## config.mk

```make
export PLATFORM = sky130hd
export DESIGN_NAME = writeback_stage
export DESIGN_NICKNAME = d
export VERILOG_FILES = /design/src/rtl/wb_pkg.sv /design/src/rtl/wb_load_align.sv /design/src/rtl/writeback_stage.sv
export SDC_FILE = /design/constraint.sdc
export NUM_CORES = 1
export LEC_CHECK = 0
export ABC_CLOCK_PERIOD_IN_PS = 3300
export CAP_MARGIN = 15
export CORE_AREA = 5 5 133 122
export CTS_CLUSTER_DIAMETER = 100
export CTS_CLUSTER_SIZE = 16
export DETAILED_ROUTE_END_ITERATION = 10
export DIE_AREA = 0 0 138 127
export PLACE_DENSITY = 0.87
export SKIP_CTS_REPAIR_TIMING = 1
export SKIP_LAST_GASP = 1
export SLEW_MARGIN = 5
export SYNTH_ARGS = -nofsm -noshare
export SYNTH_HDL_FRONTEND = slang
export SYNTH_SLANG_ARGS = --single-unit
```

## constraint.sdc

```tcl
create_clock -name clk -period 3.3 [get_ports clk]
set_clock_uncertainty 0.1 [all_clocks]
set_input_delay 0.825 -clock clk [delete_from_list [all_inputs] [get_ports clk]]
set_output_delay 0.825 -clock clk [all_outputs]
set_load 0.02 [all_outputs]
```

## src/rtl/wb_pkg.sv

```systemverilog
// wb_pkg: shared encodings for the writeback stage.
package wb_pkg;
   typedef enum logic [1:0] {SEL_ALU, SEL_MEM, SEL_LINK, SEL_RSVD} sel_e;
   typedef enum logic [1:0] {SZ_B, SZ_H, SZ_W, SZ_D} size_e;
   typedef enum logic {IDLE, WAIT_MEM} state_e;
endpackage

```

## src/rtl/wb_load_align.sv

```systemverilog
// wb_load_align: little-endian lane select plus zero/sign extension of a raw memory word.
module wb_load_align
   import wb_pkg::*;
#(
   parameter int DATA_W = 32,
   parameter int AW     = $clog2(DATA_W/8)
) (
   input  size_e             size,
   input  logic              sgn,
   input  logic [AW-1:0]     addr_lo,
   input  logic [DATA_W-1:0] rdata,
   output logic [DATA_W-1:0] data
);
   logic [AW-1:0] ofs;
   logic [7:0] sa;
   logic [DATA_W-1:0] sh, up;
   logic signed [DATA_W-1:0] sx;
   always_comb begin
      ofs = size == SZ_B ? addr_lo :
            size == SZ_H ? {addr_lo[AW-1:1], 1'b0} :
            (size == SZ_W && DATA_W == 64) ? {addr_lo[AW-1], {(AW-1){1'b0}}} : '0;
      sa  = size == SZ_B ? 8'(DATA_W-8) :
            size == SZ_H ? 8'(DATA_W-16) :
            (size == SZ_W && DATA_W == 64) ? 8'(DATA_W-32) : 8'd0;
      sh  = rdata >> {ofs, 3'b000};
      // push the lane to the top, then shift back down to extend
      up  = sh << sa;
      sx  = $signed(up) >>> sa;
      data = sgn ? sx : up >> sa;
   end
endmodule

```

## src/rtl/writeback_stage.sv

```systemverilog
// writeback_stage: final pipeline stage selecting ALU, aligned load or link data into the register file.
module writeback_stage
   import wb_pkg::*;
#(
   parameter int DATA_W = 32,
   parameter int PC_W   = 16,
   parameter int REG_AW = 5,
   parameter int PC_INC = 2,
   parameter int CNT_W  = 16
) (
   input  logic                        clk,
   input  logic                        rst,
   input  logic                        in_valid,
   output logic                        in_ready,
   input  logic [PC_W-1:0]             in_pc,
   input  logic [DATA_W-1:0]           in_alu_res,
   input  logic [REG_AW-1:0]           in_rd,
   input  logic                        in_reg_write,
   input  logic [1:0]                  in_sel,
   input  logic [1:0]                  in_mem_size,
   input  logic                        in_mem_signed,
   input  logic [$clog2(DATA_W/8)-1:0] in_addr_lo,
   input  logic                        mem_rvalid,
   input  logic [DATA_W-1:0]           mem_rdata,
   input  logic                        flush,
   output logic                        rf_we,
   output logic [REG_AW-1:0]           rf_waddr,
   output logic [DATA_W-1:0]           rf_wdata,
   output logic [PC_W-1:0]             pc_out,
   output logic                        wb_valid,
   output logic                        fwd_valid,
   output logic [REG_AW-1:0]           fwd_rd,
   output logic [DATA_W-1:0]           fwd_data,
   output logic [CNT_W-1:0]            stall_cnt
);
   localparam int AW = $clog2(DATA_W/8);
   state_e state, state_n;
   logic [REG_AW-1:0] l_rd, ret_rd;
   logic [PC_W-1:0] l_pc, ret_pc;
   size_e l_size;
   logic l_sgn, l_rw, acc, ret, ret_we;
   logic [AW-1:0] l_addr;
   logic [DATA_W-1:0] ld_data, ret_data;
   assign in_ready  = state == IDLE;
   assign acc       = in_ready && in_valid && !flush;
   assign fwd_valid = rf_we;
   assign fwd_rd    = rf_waddr;
   assign fwd_data  = rf_wdata;
   wb_load_align #(.DATA_W(DATA_W)) u_align (
      .size(l_size), .sgn(l_sgn), .addr_lo(l_addr), .rdata(mem_rdata), .data(ld_data)
   );
   always_comb begin
      state_n  = state;
      ret      = 1'b0;
      ret_we   = 1'b0;
      ret_pc   = in_pc;
      ret_rd   = in_rd;
      ret_data = in_alu_res;
      if (state == IDLE) begin
         if (acc && in_sel == SEL_MEM) state_n = WAIT_MEM;
         else if (acc) begin
            ret      = 1'b1;
            ret_we   = in_reg_write && in_rd != '0 && in_sel != SEL_RSVD;
            ret_data = in_sel == SEL_LINK ? DATA_W'(PC_W'(in_pc + PC_W'(PC_INC))) : in_alu_res;
         end
      end else if (flush) state_n = IDLE;
      else if (mem_rvalid) begin
         state_n  = IDLE;
         ret      = 1'b1;
         ret_we   = l_rw && l_rd != '0;
         ret_pc   = l_pc;
         ret_rd   = l_rd;
         ret_data = ld_data;
      end
   end
   always_ff @(posedge clk or posedge rst) begin
      if (rst) begin
         state     <= IDLE;
         l_rd      <= '0;
         l_pc      <= '0;
         l_size    <= SZ_B;
         l_sgn     <= 1'b0;
         l_rw      <= 1'b0;
         l_addr    <= '0;
         rf_we     <= 1'b0;
         wb_valid  <= 1'b0;
         rf_waddr  <= '0;
         rf_wdata  <= '0;
         pc_out    <= '0;
         stall_cnt <= '0;
      end else begin
         state    <= state_n;
         rf_we    <= ret_we;
         wb_valid <= ret;
         if (ret) pc_out <= ret_pc;
         if (ret_we) begin
            rf_waddr <= ret_rd;
            rf_wdata <= ret_data;
         end
         if (acc) begin
            l_rd   <= in_rd;
            l_pc   <= in_pc;
            l_size <= size_e'(in_mem_size);
            l_sgn  <= in_mem_signed;
            l_rw   <= in_reg_write;
            l_addr <= in_addr_lo;
         end
         if (state == WAIT_MEM && stall_cnt != '1) stall_cnt <= stall_cnt + 1'b1;
      end
   end
endmodule
```

==> flow_summary.yaml <==
yosys:
  synth-edff-count: 0
  yosysTopAreaCell: "dfrtp_1"
  yosys-top-cells-area: "dfrtp_1, mux2_2, buf_4, nand2_1, nor2_1"
  syn_area_mm2: 0.00588
  syn_avg_cell_area_um2: 9.58
  syn_nets: 714
  synth_top_area_frac: 0.421
  netlist_instances: 614
  synthArstFlopShare: 1.00
  ys.flop_type: "dfrtp_1"
  yosysUniqueCellTypes: 64
  synth-seq-cells: 99
  ys_seq_area_frac: 0.421
  yosys_warnings: 0
clocking:
  worst_skew_pair.late_latency_ns: 0.35
  cts-root-buf: "clkbuf_16"
  cts_buffers: 9
  clockBufferDepth: 2
  cts_tree: "yes"
  cts_htree_levels: 3
  clk_pin_slew_worst_paths_ns: 0.07
  cts.sinks: 99
pwr:
  clockPowerShare: 0.251
  p_sw_frac: 0.344
  combinationalPowerShare: 0.383
  internal-power_mw: 3.02
  power_switching_mw: 1.59
  ir_drop_uv: 341
  p_leak_nw: 3.29
  p_per_area_mw_per_mm2: 561
  pwr-share-seq: 0.366
timing:
  setup_violations: 0
  worst_slack_ns: 0.418
  finalCritPeriodShare: 0.873
  finalHoldViolations: 0
  rsz0062_at_grt: "no"
  finalSetupTns_ns: 0
  finalCriticalPeriod_ns: 2.88
  fmax_mhz: 347
  slew_viol_final: 0
  worstMarginPinSlew_ns: 0.819
  maxSlewHeadroom: 0.454
worst_setup_path:
  worst_setup_path_end_kind: "flop"
  worstPathCellList: "clkdlybuf4s50_1 > and3b_1 > buf_4 > o211ai_1 > and3_1 > a221o_1"
  slowest_delay_ns: 0.48
  start_kind: "primary input"
  crit_fanout: 31
  critical_path_class: "primary input to flop"
  critical_path_arrival_ns: 3.01
  worstPathRequired_ns: 3.43
  cpMaxStageDelayCell: "clkdlybuf4s50_1"
global_routing:
  grt_pass1_wl_mm: 29.7
  track_usage: 0.211
  grt_max_degree: 100
  grt_pass1_vias: 5502
  antenna_found_initial: 0
  grt_overflow: 0
placed_design:
  gp_congestion: 0.869
  place_ws_ns: 0.0771
  numPortBuffers: 207
  placed_area_mm2: 0.00790
  hpwlAfterDp_mm: 14.3
layout:
  design_area_mm2: 0.00823
  area_growth_syn_to_layout_pct: 39.9
  nNetsFinal: 875
  drive_gt1_frac: 0.109
  antenna_cells: 0
  final_util: 0.563
detailed_routing:
  firstDrtPassIters: 5
  viasPerCell: 5.54
  antenna_left: 0
  wl_per_cell_um: 19.3
  route.vias.total: 5422
  drt_iter0_markers: 319
  wl_mm: 18.9
  drc: 0
die:
  ios: 208
  die_h_um: 127
  die_x_um: 138
  die_area_mm2: 0.0175
  std_cell_rows: 42
  core_mm2: 0.0146
  start_util: 0.403
run_status:
  status: "completed"
min_path:
  worstHoldPathType: "flop to flop"
flow_run:
  cap_violations: 0
==> final timing paths <==
kind	depth (start not counted)	slack [ns]	to	from
worst max-delay path	6	0.42	fwd_data[21]	flush
max in group asynchronous	3	1.78	fwd_data[12]	rst
worst max register to register	5	0.55	fwd_data[21]	state
worst min-delay path	2	0.38	pc_out[7]	pc_out[7]
worst min register to register	2	0.38	pc_out[7]	pc_out[7]
min in group asynchronous	3	0.88	fwd_data[19]	rst
==> Yosys cell counts, types with 4 or more instances <==
cell       n
dfrtp_1   99
nand2_1   74
nor2_1    51
buf_4     40
mux2_2    28
o21ai_0   27
a21oi_1   26
nand3_1   25
clkbuf_1  21
xnor2_1   17
mux2i_1   14
and3_1    13
buf_2     12
a22oi_1   11
inv_1     10
nand4_1   10
a221oi_2   9
a31oi_1    9
a221o_1    8
nor2b_1    8
nand2b_1   7
nor3_1     7
xor2_1     6
a211oi_1   5
a41oi_1    4
o211ai_1   4
or3_1      4
==> worst max-delay path, delay by kind of cell <==
kind                   cells  cell delay (ns)
AOI/OAI and AO/OA          2             0.67
buffers and inverters      2             0.91
and+or+nand+nor            2             0.60
==> metrics by stage <==
step	instances	total power [mW]	hold slack, ns
final	978	4.61	0.382
after global routing	978	4.85	0.412
after CTS	978	4.65	0.385
after detailed placement	962	3.48	0.369
after global placement	962	3.44	0.363
after floorplan	614	2.69	0.380
==> power groups by stage <==
stage / logic [mW] / clock network, mW / registers (mW)
3_3_place_gp: 1.74 / 0 / 1.69
2_1_floorplan: 0.835 / 0 / 1.85
4_1_cts: 1.78 / 1.19 / 1.69
5_1_grt: 1.87 / 1.24 / 1.73
3_5_place_dp: 1.77 / 0 / 1.71
6_report: 1.77 / 1.16 / 1.69
==> registers in the layout, indices dropped and copies added (netlist names) <==
register and flops:
fwd_data 32, fwd_rd 5, fwd_valid 1, l_addr 2, l_pc 16, l_rd 5
l_rw 1, l_sgn 1, l_size 2, pc_out 16, stall_cnt 16, state 1
wb_valid 1
==> cell families after synthesis <==
| family | after synthesis | synth area share |
|---|---|---|
| adders and majority gates | 2 | 0.00425 |
| AOI/OAI and AO/OA | 139 | 0.179 |
| buffers and inverters | 86 | 0.0855 |
| DFF | 99 | 0.421 |
| and+or+nand+nor | 219 | 0.183 |
| muxes | 46 | 0.0934 |
| xor gates and xnor gates | 23 | 0.0342 |
==> layer usage <==
layer | share of wire | wire length, um | global-route usage | vias to the layer above
li1 | - | - | - | 2519
met1 | 0.41 | 7800 | 0.263 | 2608
met2 | 0.48 | 9140 | 0.356 | 263
met3 | 0.077 | 1450 | 0.0583 | 32
met4 | 0.026 | 493 | 0.0726 | 0
met5 | 0 | 0 | 0 | -
==> final cells by class <==
class | count | area, um2
multi-input combinational | 429 | 2910
sequential | 99 | 2480
clock inverter | 6 | 86.3
inverter | 11 | 45.0
timing repair buffer | 225 | 2220
fill | 1303 | 6380
tap | 198 | 248
clock buffer | 10 | 239
==> cell usage in the layout (no fill, tap or decap), types with 4 or more instances in the layout <==
cell type        instances
a211oi_1                 5
a21oi_1                 25
a221o_1                  8
a221oi_2                 9
a22oi_1                 11
a31oi_1                  9
a41oi_1                  4
and3_1                  13
buf_4                   17
clkbuf_16                9
clkdlybuf4s50_1        207
dfrtp_1                 99
inv_1                    9
mux2_2                  28
mux2i_1                 14
nand2_1                 74
nand2b_1                 7
nand3_1                 25
nand4_1                 10
nor2_1                  51
nor2b_1                  8
nor3_1                   7
o211ai_1                 4
o21ai_0                 27
or3_1                    4
xnor2_1                 17
xor2_1                   6
(Power assumes the default switching activity.)
